$ cat src/rtl/anubis_pi_stage.sv
// anubis_pi_stage: registered forward/inverse Anubis pi column rotation
// Ports: clk, reset_n, in_* write side, out_* read side, level = fill count
module anubis_pi_stage #(
  parameter int N = 4,
  parameter int W = 8
) (
  input  logic             clk,
  input  logic             reset_n,
  input  logic             in_valid,
  output logic             in_ready,
  input  logic             in_inv,
  input  logic [N*N*W-1:0] in_data,
  output logic             out_valid,
  input  logic             out_ready,
  output logic [N*N*W-1:0] out_data,
  output logic [1:0]       level
);

  localparam int B = N*N*W;

  logic [B-1:0] fwd;
  logic [B-1:0] inv;
  logic [B-1:0] perm;
  logic [B-1:0] head;
  logic [B-1:0] tail;
  logic [1:0]   count;
  logic         push;
  logic         pop;

  for (genvar r = 0; r < N; r++) begin : g_row
    for (genvar c = 0; c < N; c++) begin : g_col
      localparam int K  = N*r + c;
      localparam int KF = N*((r - c + N) % N) + c;
      localparam int KI = N*((r + c) % N) + c;
      assign fwd[W*K +: W] = in_data[W*KF +: W];
      assign inv[W*K +: W] = in_data[W*KI +: W];
    end
  end

  assign perm      = in_inv ? inv : fwd;
  assign in_ready  = reset_n && (count != 2'd2);
  assign out_valid = (count != 2'd0);
  assign out_data  = head;
  assign level     = count;
  assign push      = in_valid && in_ready;
  assign pop       = out_valid && out_ready;

  always_ff @(posedge clk or negedge reset_n) begin
    if (!reset_n) begin
      head  <= '0;
      tail  <= '0;
      count <= 2'd0;
    end else begin
      unique case (1'b1)
        push && !pop: begin
          if (count == 2'd0) head <= perm;
          else               tail <= perm;
          count <= count + 2'd1;
        end
        pop && !push: begin
          head  <= tail;
          count <= count - 2'd1;
        end
        push && pop: begin
          head <= (count == 2'd1) ? perm : tail;
        end
        default: ;
      endcase
    end
  end

endmodule

$ cat config.mk
export PLATFORM = sky130hd
export DESIGN_NAME = anubis_pi_stage
export DESIGN_NICKNAME = d
export VERILOG_FILES = /design/src/rtl/anubis_pi_stage.sv
export SDC_FILE = /design/constraint.sdc
export NUM_CORES = 1
export LEC_CHECK = 0
export CAP_MARGIN = 40
export CORE_UTILIZATION = 51
export DETAILED_ROUTE_END_ITERATION = 10
export PLACE_DENSITY = 0.88
export SYNTH_ARGS = -nofsm -noshare
export SYNTH_HDL_FRONTEND = slang
export SYNTH_SLANG_ARGS = --single-unit
$ cat constraint.sdc
create_clock -name clk -period 2.6 [get_ports clk]
set_input_delay 0.52 -clock clk [delete_from_list [all_inputs] [get_ports clk]]
set_output_delay 0.52 -clock clk [all_outputs]
set_load 0.02 [all_outputs]
==> results.sh, run 1 <==
export IMPL_status="complete, no violations"
export IMPL_syn_cell_area_mm2=0.01214
export IMPL_htree_levels=1
export IMPL_ios=265
export IMPL_vias_per_cell=6.224
export IMPL_synth_compound_area_share_pct=14.18
export IMPL_p_sw_share_pct=37.04
export IMPL_path_clk_slew_ns=0.07
export IMPL_clkPwrFrac_pct=19.3
export IMPL_nets=1467
export IMPL_ys_async_sr_fraction_pct=100.0
export IMPL_mostFrequentLayoutCell="clkdlybuf4s50_1"
export IMPL_clk_latency_ns=0.53
export IMPL_initialDrtViolationCount=784
export IMPL_r2r_start="level[0]$_DFFE_PN0P_"
export IMPL_die_area_mm2=0.02442
export IMPL_synth_edf_count=0
export IMPL_leakage_nw=6.499
export IMPL_synthFlopType="dfrtp_1"
export IMPL_final_cell_mix="clkdlybuf4s50_1, dfrtp_1, mux2_2"
export IMPL_net_switching_power_mw=7.467
export IMPL_antenna_found_initial=0
export IMPL_grt_use_total_pct=28.08
export IMPL_finish_utilization_pct=68.27
export IMPL_cts_tree="yes"
export IMPL_syn_inst=1131
export IMPL_crit_start="level[0]$_DFFE_PN0P_"
export IMPL_cp_data_arrival_time_ns=2.93
export IMPL_grt_pass1_vias=10540
export IMPL_vias=10370
export IMPL_synth_cell_types=25
export IMPL_fin_crit_sh_pct=96.30
export IMPL_max_cap_violations=0
export IMPL_ant_nets=0
export IMPL_ys_seq_elements=258
export IMPL_fin_worst_skew_ns=0.01634
export IMPL_max_freq_mhz=399.4
export IMPL_grt_max_degree=149
export IMPL_end_kind="flip-flop"
export IMPL_yosys_area_share_adder_pct=0.6185
export IMPL_yosysSeqAreaShare_pct=53.19
export IMPL_finalPower_mw=20.16
export IMPL_slew_headroom_pct=46.10
export IMPL_fp_dieH_um=156.3
export IMPL_synth_top_cells_by_area="dfrtp_1, mux2_2, a31oi_1"
export IMPL_required_ns=3.03
export IMPL_fillers=1710
export IMPL_cts_sinks=258
export IMPL_power_density_mw_per_mm2=1262
export IMPL_clock_path_buffers=3
export IMPL_synth_top_family_by_area="multiplexers"
export IMPL_yosysWarnings=0
export IMPL_grt_ovfl_total=0
export IMPL_area_growth_pct=31.64
export IMPL_worst_pin_slew_ns=0.8086
export IMPL_post_drt_wl_per_cell_um=21.05
export IMPL_drtPass1Iterations=5
export IMPL_setup_viol_count_final=0
export IMPL_cts_hold_buffers_added=0
export IMPL_path_max_fanout=63
export IMPL_antenna_cells=0
export IMPL_gp_congestion=0.8074
export IMPL_yosys_area_share_simple_pct=10.86
export IMPL_internal_power_mw=12.69
export IMPL_core_area_mm2=0.02340
export IMPL_root_buffer="clkbuf_16"
export IMPL_power_frac_comb_pct=45.1
export IMPL_yosys_area_top_type="dfrtp_1"
export IMPL_io_buffer_count=264
export IMPL_crit_type="reg2reg"
export IMPL_die_w_um=156.3
export IMPL_syn_area_per_cell_um2=10.73
export IMPL_synth_nets=1270
export IMPL_drive_above_1_share_pct=16.93
export IMPL_slew_violations=0
export IMPL_grt_pass1_wl_um=54900
export IMPL_start_util_pct=51.87
export IMPL_finalSetupTns_ns=0
export IMPL_netlist_area_leader_share_pct=53.19
export IMPL_p_seq_share_pct=35.7
export IMPL_critical_path_startpoint_type="flip-flop"
export IMPL_synthXorXnorAreaFrac_pct=0.1443
export IMPL_route_detailed_drc=0
export IMPL_hpwlAfterDp_um=20710
export IMPL_hp_class="in2async"
export IMPL_finalCriticalPeriod_ns=2.504
export IMPL_row_count=56
export IMPL_drt_total_wl_um=35070
export IMPL_ir_drop_uv=759.2
export IMPL_hold_viol_final=0
export IMPL_numCtsBuffers=27
export IMPL_synth_area_mux_share_pct=15.75
-- what timing repair did --
action	in CTS	in global routing
hold endpoints to repair	0	0
gates resized for setup	0	2
buffers inserted	0	0
setup endpoints to repair	0	9
-- logic make-up after synthesis --
family          Yosys count
compound gates          297
simple gates            266
flops                   258
mux                     172
buf+inv                 130
fa+ha+maj                 6
xor+xnor                  2
-- critical path: stages, from the launching register on --
cell and delay, ns:
dfrtp_1 0.41, inv_1 0.08, ha_1 0.21, nor2b_1 0.18, nand2_1 0.15, inv_1 0.11, ha_1 0.29, nand2b_4 0.21
buf_12 0.29, nand3_1 0.16, a31oi_1 0.27
-- synthesized netlist by cell type, drive strengths merged (2+ instances only) --
cell type / instances
mux2: 152
ha: 6
dfrtp: 258
inv: 6
clkbuf: 69
o21ai: 149
a211o: 20
mux2i: 20
buf: 55
nor2b: 2
nand2b: 3
xnor2: 2
nand2: 22
nand3: 108
nor3: 128
a31oi: 128
-- per-stage QoR --
step	setup WS [ns]	cell area, um2	cells	hold WS (ns)
6_report	0.09632	15980	1666	0.1108
5_1_grt	-0.03293	15980	1666	0.1547
4_1_cts	0.02040	15940	1665	0.1258
3_5_place_dp	-0.06263	15060	1617	0.4645
3_3_place_gp	0.05676	15060	1617	0.4550
2_1_floorplan	0.09183	12140	1131	0.2244
-- routing by layer --
metal	vias up	share of wire [%]	track usage (%)
li1	4588	-	-
met1	5215	39	35.43
met2	485	50	47.58
met3	81	8.0	6.120
met4	0	3.0	10.04
met5	-	0	0
-- final timing paths --
kind                                       endpoint  slack [ns]  cells past startpoint
setup / recovery           out_data[45]$_DFFE_PN0P_         0.1                     10
hold / removal             out_data[85]$_DFFE_PN0P_        0.11                      2
setup reg to reg           out_data[45]$_DFFE_PN0P_         0.1                     10
hold reg to reg               tail[105]$_DFFE_PN0P_        0.47                      2
max in group asynchronous   out_data[4]$_DFFE_PN0P_        1.23                      3
min in group clk              tail[105]$_DFFE_PN0P_        0.47                      2
-- power groups by stage --
stage	registers, mW	logic [mW]	clock network (mW)
after floorplan	8.23	4.07	0
after detailed placement	7.19	9.00	0
after global routing	7.37	9.72	4.10
after CTS	7.15	9.06	3.94
final	7.19	9.08	3.89
after global placement	7.05	8.72	0
-- flip-flops by register name (all words and copies together), names as in the netlist --
name      cells
tail        128
level         2
out_data    128
-- layout make-up --
class	instances	area (um2)	share of cell area, %
clock inverters	8	118.9	0.7439
inverters	6	22.52	0.1410
well taps	319	399.1	2.498
flip-flops and latches	258	6456	40.41
multi-input cells	743	5096	31.90
clock buffers	40	764.5	4.785
repair buffers	292	3120	19.53
Note: power is estimated with default switching activity, not from simulation.
==> run 2, diff against run 1 <==
ABC_AREA = 1   (was unset)
CORE_UTILIZATION = 52   (was 51)
PLACE_DENSITY = 0.89   (was 0.88)
SLEW_MARGIN = 40   (was unset)
==> results.sh, run 2 <==
export IMPL_cp_top_family="simple AND/OR/NAND/NOR gates"
export IMPL_clock_path_buffers=3
export IMPL_ant_nets=0
export IMPL_hold_viol_final=0
export IMPL_max_freq_mhz=433.4
export IMPL_htree_levels=1
export IMPL_final_cell_mix="nand2_1, clkdlybuf4s50_1, dfrtp_1"
export IMPL_grt_pass1_wl_um=61620
export IMPL_r2r_setup_slack_ns=0.29
export IMPL_dr_wl_met2_um=18430
export IMPL_power_density_mw_per_mm2=1224
export IMPL_start_util_pct=53.40
export IMPL_worst_pin_slew_ns=0.7451
export IMPL_leakage_nw=8.431
export IMPL_netlist_area_leader_share_pct=51.20
export IMPL_cts_tree="yes"
export IMPL_fin_worst_skew_ns=0.01616
export IMPL_slew_headroom_pct=50.33
export IMPL_finish_utilization_pct=69.25
export IMPL_ys_async_sr_fraction_pct=100.0
export IMPL_synth_nets=1832
export IMPL_cp_data_arrival_time_ns=2.78
export IMPL_syn_area_per_cell_um2=7.448
export IMPL_yosysSeqAreaShare_pct=51.20
export IMPL_yosys_top_cells_count="nand2_1, dfrtp_1, nand3_1"
export IMPL_max_cap_violations=0
export IMPL_die_w_um=157.7
export IMPL_rsz0062_at_grt="no"
export IMPL_core_area_mm2=0.02361
export IMPL_synth_edf_count=0
export IMPL_route_detailed_drc=0
export IMPL_slew_violations=0
export IMPL_nets=2028
export IMPL_finalSetupTns_ns=0
export IMPL_end_kind="flip-flop"
export IMPL_yosys_area_top_type="dfrtp_1"
export IMPL_path_cells="inv_1 > ha_1 > inv_2 > nand2_4 > inv_1 > ha_1 > inv_2 > nand2_4 > buf_12 > nand3_1 > nand2_1 > nand2_1 > nand2_1"
export IMPL_synth_most_common_cell="nand2_1"
export IMPL_ios=265
export IMPL_grt_ovfl_total=0
export IMPL_slowest_stage="dfrtp_1"
export IMPL_synthFlopType="dfrtp_1"
export IMPL_synth_cell_types=16
export IMPL_numCtsBuffers=27
export IMPL_root_buffer="clkbuf_16"
export IMPL_initialDrtViolationCount=1191
export IMPL_syn_inst=1693
export IMPL_antenna_found_initial=4
export IMPL_area_growth_pct=29.68
export IMPL_fin_crit_sh_pct=88.74
export IMPL_post_drt_wl_per_cell_um=17.40
export IMPL_grt_pass1_vias=12320
export IMPL_vias=12600
export IMPL_io_buffer_count=264
export IMPL_grt_max_degree=151
export IMPL_crit_buf_inv=5
export IMPL_clk_latency_ns=0.54
export IMPL_hp_class="in2async"
export IMPL_dr_max_layer_used="met5"
export IMPL_gp_congestion=0.8942
export IMPL_syn_cell_area_mm2=0.01261
export IMPL_path_max_fanout=29
export IMPL_critical_path_startpoint_type="flip-flop"
export IMPL_drt_total_wl_um=38800
export IMPL_synth_top_cells_by_area="dfrtp_1, nand2_1, nand3_1"
export IMPL_path_clk_slew_ns=0.06
export IMPL_yosysWarnings=0
export IMPL_cts_sinks=258
export IMPL_fp_dieH_um=157.7
export IMPL_grt_use_total_pct=31.25
export IMPL_mostFrequentLayoutCell="nand2_1"
export IMPL_status="complete, no violations"
export IMPL_drtPass1Iterations=7
export IMPL_finalCriticalPeriod_ns=2.307
export IMPL_post_cts_buffers=0
export IMPL_vias_per_cell=5.651
export IMPL_hpwlAfterDp_um=23840
export IMPL_routed_wl_met3_um=3721
export IMPL_drive_above_1_share_pct=4.455
export IMPL_slowest_delay_ns=0.42
export IMPL_met1Wirelength_um=14890
export IMPL_cp_common_cell="nand2_1"
export IMPL_setup_viol_count_final=0
export IMPL_ys_seq_elements=258
export IMPL_ir_drop_uv=783.0
export IMPL_die_area_mm2=0.02488
export IMPL_crit_type="reg2reg"
export IMPL_required_ns=3.07
export IMPL_row_count=56
==> run 2: changes by cell type in the layout (fill, tap and decap cells not counted), sizes merged, moves of 20 or more <==
cell and delta:
nand2 +883, mux2 -152, nand3 +149, o21ai -148, nor3 -128, nor2 +65
a31oi -64, a211o -20, mux2i -20
==> run 2: final cells by class <==
class | instances | area, um2
Antenna cell | 2 | 5.005
Clock buffer | 38 | 787.0
Clock inverter | 10 | 88.84
Fill cell | 1804 | 7261
Inverter | 10 | 42.54
Multi-Input combinational cell | 1300 | 5485
Sequential cell | 258 | 6456
Tap cell | 319 | 399.1
Timing Repair Buffer | 292 | 3088
==> run 2: cell families after synthesis <==
kind of cell / synth area share [%]
buffers and inverters: 5.696
AND/OR/NAND/NOR: 39.15
flip-flops: 51.20
XOR/XNOR: 0.1389
adder cells (fa/ha/maj): 0.5953
AO/OA/AOI/OAI: 3.215
==> run 2: path summary, 6_finish.rpt <==
path | startpoint | end | cells after the start
worst min-delay path | reset_n | out_data[122]$_DFFE_PN0P_ | 2
worst max register to register | level[0]$_DFFE_PN0P_ | out_data[47]$_DFFE_PN0P_ | 13
worst min register to register | tail[66]$_DFFE_PN0P_ | tail[66]$_DFFE_PN0P_ | 2
max in group asynchronous | reset_n | out_data[90]$_DFFE_PN0P_ | 2
worst max-delay path | level[0]$_DFFE_PN0P_ | out_data[47]$_DFFE_PN0P_ | 13
min in group clk | tail[66]$_DFFE_PN0P_ | tail[66]$_DFFE_PN0P_ | 2
==> run 2: worst reg2reg max path, stage by stage (launching register included) <==
cell	delay, ns
dfrtp_1	0.42
inv_1	0.09
ha_1	0.27
inv_2	0.13
nand2_4	0.08
inv_1	0.09
ha_1	0.21
inv_2	0.08
nand2_4	0.25
buf_12	0.24
nand3_1	0.14
nand2_1	0.15
nand2_1	0.06
nand2_1	0.07
==> run 2: layer usage <==
metal	global-route usage (%)	vias to the layer above
li1	-	5781
met1	38.45	6004
met2	51.23	693
met3	7.254	116
met4	16.37	2
met5	0	-
==> run 2: metrics by stage <==
stage	worst slack, ns	cells	instance area [um2]	hold WS (ns)	power (mW)
after global placement	0.2393	2177	15420	0.3473	15.72
after floorplan	0.2934	1693	12610	0.2244	12.37
final	0.2927	2229	16350	0.02531	20.01
after global routing	0.1129	2227	16350	0.03663	21.23
after CTS	0.02466	2226	16310	0.09858	19.98
after detailed placement	0.1998	2177	15420	0.3509	16.06
==> run 2: what timing repair did <==
| item | 4_1_cts | 5_1_grt |
|---|---|---|
| resized for setup | 0 | 2 |
| setup endpoints to repair | 0 | 2 |
| endpoints found under the hold margin | 10 | 0 |
| hold buffers | 1 | 0 |
==> run 2: report_power, final <==
| part | switching (mW) | internal, mW | total, mW |
|---|---|---|---|
| Clock | 1.62 | 2.20 | 3.82 |
| Combinational | 5.49 | 3.68 | 9.17 |
| Sequential | 1.12 | 5.89 | 7.02 |
